--- src/rtl/core_wb_data_adapter.sv ---
`timescale 1ns/1ps
`default_nettype none
// ============================================================================
// Module      : core_wb_data_adapter
// Description : Bridges the core's req/ack data port onto a single-master
//               Wishbone data bus.
//               - Registers each core request and holds cyc/stb until the
//                 slave acknowledges.
//               - Captures read data and returns a one-cycle ack to the core.
//               - Aborts a stalled transfer after a bounded number of bus
//                 cycles and returns ERR_DATA.
// Ports       :
//   clk, rst_n                 clock, synchronous active-low reset
//   core_req_i .. core_mask_i  core request (held until core_ack_o)
//   core_rd_data_o, core_ack_o core completion (data valid with ack)
//   wb_*_o / wb_*_i            Wishbone master side (stb == cyc)
//   timeout_o, timeout_cnt_o   abort pulse and saturating abort count
// Revision    : 1.0 - initial release
// ============================================================================
module core_wb_data_adapter #(
    parameter int                    ADDR_WIDTH     = 32,
    parameter int                    DATA_WIDTH     = 32,
    parameter int                    TIMEOUT_CYCLES = 255,
    parameter logic [DATA_WIDTH-1:0] ERR_DATA       = 32'hDEADBEEF
) (
    input  logic                    clk,
    input  logic                    rst_n,
    // core side
    input  logic                    core_req_i,
    input  logic                    core_wr_en_i,
    input  logic [ADDR_WIDTH-1:0]   core_addr_i,
    input  logic [DATA_WIDTH-1:0]   core_wr_data_i,
    input  logic [DATA_WIDTH/8-1:0] core_mask_i,
    output logic [DATA_WIDTH-1:0]   core_rd_data_o,
    output logic                    core_ack_o,
    // Wishbone side
    output logic                    wb_cyc_o,
    output logic                    wb_stb_o,
    output logic                    wb_we_o,
    output logic [DATA_WIDTH/8-1:0] wb_wstrb_o,
    output logic [ADDR_WIDTH-1:0]   wb_addr_o,
    output logic [DATA_WIDTH-1:0]   wb_data_o,
    input  logic [DATA_WIDTH-1:0]   wb_data_i,
    input  logic                    wb_ack_i,
    // status
    output logic                    timeout_o,
    output logic [7:0]              timeout_cnt_o
);

    localparam int STRB_WIDTH = DATA_WIDTH / 8;
    // Counter only has to reach TIMEOUT_CYCLES-1.
    localparam int CNT_WIDTH  = (TIMEOUT_CYCLES > 1) ? $clog2(TIMEOUT_CYCLES) : 1;

    localparam logic [1:0] c_IDLE = 2'd0;
    localparam logic [1:0] c_BUS  = 2'd1;
    localparam logic [1:0] c_RESP = 2'd2;

    // ------------------------------------------------------------------
    // State and output registers
    // ------------------------------------------------------------------
    logic [1:0]            state_q,    state_d;
    logic [ADDR_WIDTH-1:0] addr_q,     addr_d;
    logic [DATA_WIDTH-1:0] wdata_q,    wdata_d;
    logic [STRB_WIDTH-1:0] wstrb_q,    wstrb_d;
    logic                  we_q,       we_d;
    logic                  cyc_q,      cyc_d;
    logic [CNT_WIDTH-1:0]  wait_cnt_q, wait_cnt_d;
    logic [DATA_WIDTH-1:0] rdata_q,    rdata_d;
    logic                  ack_q,      ack_d;
    logic                  to_q,       to_d;
    logic [7:0]            to_cnt_q,   to_cnt_d;

    logic                  w_timeout_hit;

    // ------------------------------------------------------------------
    // Timeout detection; a zero TIMEOUT_CYCLES waits forever.
    // ------------------------------------------------------------------
    generate
        if (TIMEOUT_CYCLES != 0) begin : g_timeout
            localparam logic [CNT_WIDTH-1:0] c_TO_LAST = CNT_WIDTH'(TIMEOUT_CYCLES - 1);
            assign w_timeout_hit = (wait_cnt_q == c_TO_LAST);
        end else begin : g_no_timeout
            assign w_timeout_hit = 1'b0;
        end
    endgenerate

    // ------------------------------------------------------------------
    // Next-state logic
    // ------------------------------------------------------------------
    always_comb begin
        state_d    = state_q;
        addr_d     = addr_q;
        wdata_d    = wdata_q;
        wstrb_d    = wstrb_q;
        we_d       = we_q;
        cyc_d      = cyc_q;
        wait_cnt_d = wait_cnt_q;
        rdata_d    = rdata_q;
        ack_d      = 1'b0;
        to_d       = 1'b0;
        to_cnt_d   = to_cnt_q;

        case (state_q)
            c_IDLE: begin
                if (core_req_i) begin
                    addr_d     = core_addr_i;
                    wdata_d    = core_wr_data_i;
                    we_d       = core_wr_en_i;
                    // Strobes are pre-qualified so reads present all-zero.
                    wstrb_d    = core_wr_en_i ? core_mask_i : '0;
                    wait_cnt_d = '0;
                    cyc_d      = 1'b1;
                    state_d    = c_BUS;
                end
            end

            c_BUS: begin
                wait_cnt_d = wait_cnt_q + 1'b1;
                // Ack is tested first so it wins over a coincident timeout.
                if (wb_ack_i) begin
                    cyc_d   = 1'b0;
                    rdata_d = we_q ? '0 : wb_data_i;
                    ack_d   = 1'b1;
                    state_d = c_RESP;
                end else if (w_timeout_hit) begin
                    cyc_d   = 1'b0;
                    rdata_d = ERR_DATA;
                    ack_d   = 1'b1;
                    to_d    = 1'b1;
                    if (to_cnt_q != 8'hFF) begin
                        to_cnt_d = to_cnt_q + 8'd1;
                    end
                    state_d = c_RESP;
                end
            end

            // core_ack_o is high during this state; the request is not
            // sampled again until IDLE.
            c_RESP: begin
                state_d = c_IDLE;
            end

            default: begin
                state_d = c_IDLE;
                cyc_d   = 1'b0;
            end
        endcase
    end

    // ------------------------------------------------------------------
    // Registers
    // ------------------------------------------------------------------
    always_ff @(posedge clk) begin
        if (!rst_n) begin
            state_q    <= c_IDLE;
            addr_q     <= '0;
            wdata_q    <= '0;
            wstrb_q    <= '0;
            we_q       <= 1'b0;
            cyc_q      <= 1'b0;
            wait_cnt_q <= '0;
            rdata_q    <= '0;
            ack_q      <= 1'b0;
            to_q       <= 1'b0;
            to_cnt_q   <= 8'd0;
        end else begin
            state_q    <= state_d;
            addr_q     <= addr_d;
            wdata_q    <= wdata_d;
            wstrb_q    <= wstrb_d;
            we_q       <= we_d;
            cyc_q      <= cyc_d;
            wait_cnt_q <= wait_cnt_d;
            rdata_q    <= rdata_d;
            ack_q      <= ack_d;
            to_q       <= to_d;
            to_cnt_q   <= to_cnt_d;
        end
    end

    // ------------------------------------------------------------------
    // Outputs (all straight from registers)
    // ------------------------------------------------------------------
    assign wb_cyc_o       = cyc_q;
    assign wb_stb_o       = cyc_q;
    assign wb_we_o        = we_q;
    assign wb_wstrb_o     = wstrb_q;
    assign wb_addr_o      = addr_q;
    assign wb_data_o      = wdata_q;
    assign core_rd_data_o = rdata_q;
    assign core_ack_o     = ack_q;
    assign timeout_o      = to_q;
    assign timeout_cnt_o  = to_cnt_q;

endmodule
`default_nettype wire

--- config.mk ---
export PLATFORM = sky130hd
export DESIGN_NAME = core_wb_data_adapter
export DESIGN_NICKNAME = d
export VERILOG_FILES = /design/src/rtl/core_wb_data_adapter.sv
export SDC_FILE = /design/constraint.sdc
export NUM_CORES = 1
export LEC_CHECK = 0
export BUFFER_PORTS_ARGS = -buffer_cell sky130_fd_sc_hd__clkbuf_2
export CAP_MARGIN = 10
export CORE_UTILIZATION = 45
export CTS_CLUSTER_SIZE = 12
export DETAILED_ROUTE_END_ITERATION = 6
export PLACE_DENSITY = 0.78
export SYNTH_ARGS = -nofsm -noshare
export SYNTH_HDL_FRONTEND = slang
export SYNTH_SLANG_ARGS = --single-unit
export TNS_END_PERCENT = 1
--- constraint.sdc ---
create_clock -name clk -period 3 [get_ports clk]
set_input_delay 0.15 -clock clk [delete_from_list [all_inputs] [get_ports clk]]
set_output_delay 0.15 -clock clk [all_outputs]
set_load 0.02 [all_outputs]
* After elaboration in Yosys (flattened, before gate mapping) *
Cells that the tools add are included.

operators by class
  bitwise operators = 4
  eq/ne operators = 6
  reduce and logical (&&, ||, !) cells = 11
  muxes and demuxes = 16
  add/subtract/negate cells = 2

operator list
  kind                   number
  $mux W32               3
  $add A8 B1 Y8 const B  2
  $pmux W8 S2            1
  $reduce_and A2 Y1      5
  $eq A8 B8 Y1 const B   1
  $mux W8                1
  $ne A8 B8 Y1 const B   1
  $mux W2                3
  $mux W1                5
  $mux W4                1
  $not A1 Y1             4
  $pmux W2 S2            1
  $reduce_and A4 Y1      1
  $reduce_bool A2 Y1     2
  $ne A3 B3 Y1 const B   1
  $pmux W1 S3            1
  $reduce_and A3 Y1      1
  $reduce_or A3 Y1       1
  $eq A2 B1 Y1 const B   1
  $eq A2 B2 Y1 const B   1
  $logic_not A2 Y1       1
  $ne A2 B2 Y1 const B   1

word-level totals
  bits in registers = 122
  logic and storage cells = 50
  input port bits = 105

* Longest topological paths before layout *
  depth in word-level cells = 4
  mapped depth = 8
  gate-level depth less buffers = 6

* Worst setup path after synthesis *
Ideal clock, no wire load.

  path kind = register to register
  start point = reg wait_cnt_q[0]
  end point = reg rdata_q[10], in the netlist core_rd_data_o[10]
  stages on the path, launching flop included = 9
  setup slack = 1.166 ns
  period minus slack after synthesis = 1.834 ns
  setup time = 0.119 ns
  data required time = 2.881 ns
  data arrival time = 1.715 ns
  path through = dfxtp_1 > inv_1 > ha_1 > and3_1 > a21o_2 > and2_1 > buf_2 > buf_6 > o221a_2

between the ends
  word-level cells in the longest chain between the ends = 3

ends and longest elaborated chain
  what                          RTL line  text
  start, declared               67        logic [CNT_WIDTH-1:0] wait_cnt_q, wait_cnt_d;
  start signal, assigned        173       wait_cnt_q <= wait_cnt_d;
  $eq A8 B8 Y1                  81        assign w_timeout_hit = (wait_cnt_q == c_TO_LAST);
  $reduce_bool A2 Y1 (no line)  n/a
  $reduce_and A2 Y1 (no line)   n/a
  end signal, assigned          174       rdata_q <= rdata_d;
  end, declared                 68        logic [DATA_WIDTH-1:0] rdata_q, rdata_d;

No other way between the ends.
A chain may end at the register's enable or synchronous reset.

* Worst setup path in the final report *
  start point = reg state_q[0]
  end point = reg rdata_q[13], in the netlist core_rd_data_o[13]

between the ends
  word-level cells in the longest chain between the ends = 2

ends and longest elaborated chain
  what                         RTL line  text
  start, declared              61        logic [1:0] state_q, state_d;
  start signal, assigned       155       state_q <= c_IDLE;
  start signal, assigned       167       state_q <= state_d;
  $eq A2 B1 Y1                 103       case (state_q)
  $reduce_and A2 Y1 (no line)  n/a

No other way between the ends.

==> run_results.csv <==
group,metric,value,unit
sta,fin_setup_tns,0,ps
sta,finalWorstSetupSlack,760.3,ps
route,dr_total_vias,4939,
status,run_status,"completed",
pwr,powerDensity,618.9,nW/um^2
sta,finClkSkew,6.883,ps
worst_setup_path,cp_max_fo,24,
placed_design,pre_cts_ws,808.8,ps
global_route,grt_pass1_wl,20.92,mm
cells_and_area,final-seq-area,2442,sq um
worst_setup_path,worstPathRequired,3400,ps
cells_and_area,fillers,674,
flow_run,maxCapViolCount,0,
synthesis,syn_area_per_cell,8.711,sq um
pwr,p_leak,3.212,nW
clocking,cts_tree,"done",
sta,period_minus_slack,2240,ps
pwr,p_int,3.312,mW
clocking,cts-root-buf,"clkbuf_8",
route,first_pass_iters,5,
pwr,swShare,25.43,%
clocking,clockBufferDepth,2,
worst_setup_path,crit_slowest_cell,"nor2b_1",
min_path,hold_start,"wb_data_i[18]",
floorplan,core-area,9864,sq um
pwr,p_clk_share,47.1,%
min_path,hold_class,"primary input to flip-flop",
floorplan,initial_core_util,46.89,%
sta,rsz0062_at_grt,"no",
synthesis,ys_ff_latch,122,
pwr,ir_worst_vdd,0.3173,mV
worst_setup_path,r2r_start,"state_q[0]",
synthesis,yosysSeqAreaShare,52.80,%
clocking,htreeDepth,4,
route,viasPerCell,5.139,
sta,maxSlewViolCount,0,
clocking,clkTransAtPathRegs,60,ps
clocking,cts_resized,0,
clocking,cts_made_buffers,17,
pwr,comb_power_share,13.3,%
floorplan,die_area,10690,sq um
placed_design,dpl_cell_area,5749,sq um
sta,period_share,74.66,%
worst_setup_path,startpoint,"state_q[0]",
synthesis,ys_warn_count,0,
route,first_iter_violations,181,
floorplan,fp-row-count,36,
global_route,grt_max_degree,71,
floorplan,die_h,103.4,microns
placed_design,finalWeightedCongestion,0.7970,
route,wl_per_cell,14.40,microns
cells_and_area,layout.cells.non_filler,961,
global_route,grt_overflow_total,0,
worst_setup_path,critPathKind,"flip-flop to flip-flop",
placed_design,placed_cells,848,
global_route,antenna_found_initial,0,
synthesis,synth_cell_types,39,
synthesis,syn-cell-area,4626,sq um
route,postRouteAntennaNets,0,
cells_and_area,final_area,7176,sq um
placed_design,port_buffers,217,
cells_and_area,multi_input_area,1972,sq um
pwr,seq_power_share,39.6,%
worst_setup_path,crit_chain,"nor2b_1 -> buf_4 -> nand2_1 -> o221a_2",
floorplan,die_w,103.4,microns
floorplan,boundaryPins,218,
route,drt_wl_total,13.84,mm
pwr,p_sw,1.129,mW
cells_and_area,nNetsFinal,923,
route,drc_errors,0,
sta,worst_pin_slew,1072,ps
cells_and_area,layout-drive-gt1-share,35.27,%
worst_setup_path,cp_slowest_stage_delay,490,ps
synthesis,syn-num-nets,639,
clocking,cts_num_sinks,122,
worst_setup_path,end_kind,"flip-flop",
sta,finalSetupViolations,0,
global_route,grt_usage,25.52,%
placed_design,hpwl,8.241,mm
sta,slew_headroom,28.55,%
clocking,clkLatencyLatePin,520,ps
global_route,grt_pass1_vias,4558,
worst_setup_path,worstPathArrival,2640,ps
pwr,p_total,4.441,mW
cells_and_area,syn2layout_area_growth,55.13,%
synthesis,synthCells,531,
sta,hold_viol,0,
sta,fmaxAchievable,446.5,MHz
cells_and_area,antenna_cells,0,
worst_setup_path,critPathLaunchType,"flip-flop",
==> kinds of logic after synthesis <==
kind of cell               share of synthesized area (%)
and+or+nand+nor                                    23.21
xor gates and xnor gates                          0.3788
DFF                                                52.80
muxes                                             0.4598
adders and majority gates                         0.8116
AOI/OAI and AO/OA                                  17.64
buffers and inverters                              4.706
==> critical path: cells and delay by family, from the launching register on <==
family / cells / cell delay [ps]
AND/OR/NAND/NOR: 2 / 960
AO/OA/AOI/OAI: 1 / 450
flip-flops: 1 / 440
buffers and inverters: 1 / 270
==> routing by layer <==
layer  routed length [microns]  vias to the layer above  global-route usage (%)  part of all wire [%]
met3                       871                       46                   7.728                   6.3
met2                      7061                      208                   44.22                    51
li1                          -                     2393                       -                     -
met1                      5425                     2292                   28.22                    39
met4                       479                        0                   13.22                   3.5
met5                         0                        -                       0                     0
==> path summary, 6_finish.rpt <==
check	endpoint	slack [ps]	cells after the start
max reg2reg	core_rd_data_o[13]	760	4
max	core_rd_data_o[13]	760	4
min	core_rd_data_o[18]	20	3
min reg2reg	wb_addr_o[20]	450	2
==> synthesized netlist by cell type (all sizes together) <==
cell type,count,area [sq um]
and2,3,18.77
nor3b,2,31.28
nand2b,2,12.51
o31ai,2,15.01
nand2,149,559.3
and4b,1,10.01
or3b,2,17.52
xor2,2,17.52
mux2i,1,10.01
clkbuf,30,112.6
and4,1,11.26
or4,3,22.52
nor2,7,26.28
o21ai,13,65.06
inv,4,15.01
a31oi,2,12.51
or3,5,31.28
nor3,3,15.01
o221a,24,270.3
o211ai,2,15.01
o2111ai,1,15.01
nand3,12,72.57
nor2b,25,156.4
and3,4,26.28
o311ai,1,8.760
dfxtp,122,2442
nand4,10,62.56
buf,12,90.08
ha,3,37.54
mux2,1,11.26
a21oi,81,405.4
a21o,1,8.760
==> sequential cells by signal, indices dropped and copies added, names as in the netlist <==
register	cells
state_q	2
wb_we_o	1
wait_cnt_q	8
wb_data_o	32
wb_wstrb_o	4
wb_addr_o	32
core_ack_o	1
wb_cyc_o	1
timeout_o	1
core_rd_data_o	32
timeout_cnt_o	8
==> layout make-up <==
class / instances / area share, %
sequential: 122 / 34.04
multi-input combinational: 363 / 27.48
timing repair buffer: 307 / 27.38
clock buffer: 18 / 5.824
clock inverter: 14 / 2.755
tap: 133 / 2.319
inverter: 4 / 0.2092
==> cells in the final DEF, fill, tap and decap left out, types with 4 or more instances in the layout <==
master         Yosys  final
nand2_1          149    149
or3_1              5      5
clkbuf_2           0    217
dlygate4sd3_1      0     81
clkbuf_16          0     16
nor2b_1           25     25
clkinvlp_4         0      5
dfxtp_1          122    122
nor2_1             7      7
o21ai_0           13     13
nand4_1           10     10
a21oi_1           81     81
o221a_2           24     24
buf_4              2      9
nand3_1           11     11
bufinv_16          0      4
==> power by group through the flow <==
stage / Clock [mW] / Combinational, mW / Sequential (mW)
floorplan: 0 / 0.210 / 1.88
global placement: 0 / 0.485 / 1.78
detailed placement: 0 / 0.496 / 1.79
CTS: 2.12 / 0.581 / 1.76
global route: 2.20 / 0.639 / 1.77
finish: 2.09 / 0.590 / 1.76
==> stage by stage <==
stage	hold WS [ps]	utilization, %
after floorplan	286.0	-
after global placement	372.7	58.28
after detailed placement	376.6	58.28
after CTS	3.578	72.74
after global routing	16.23	72.74
final	23.33	72.74
==> what timing repair did <==
action,in CTS,in global routing
buffers inserted,0,0
endpoints found under the hold margin,77,0
hold buffers,81,0
Power figures use the tool's default switching activity.
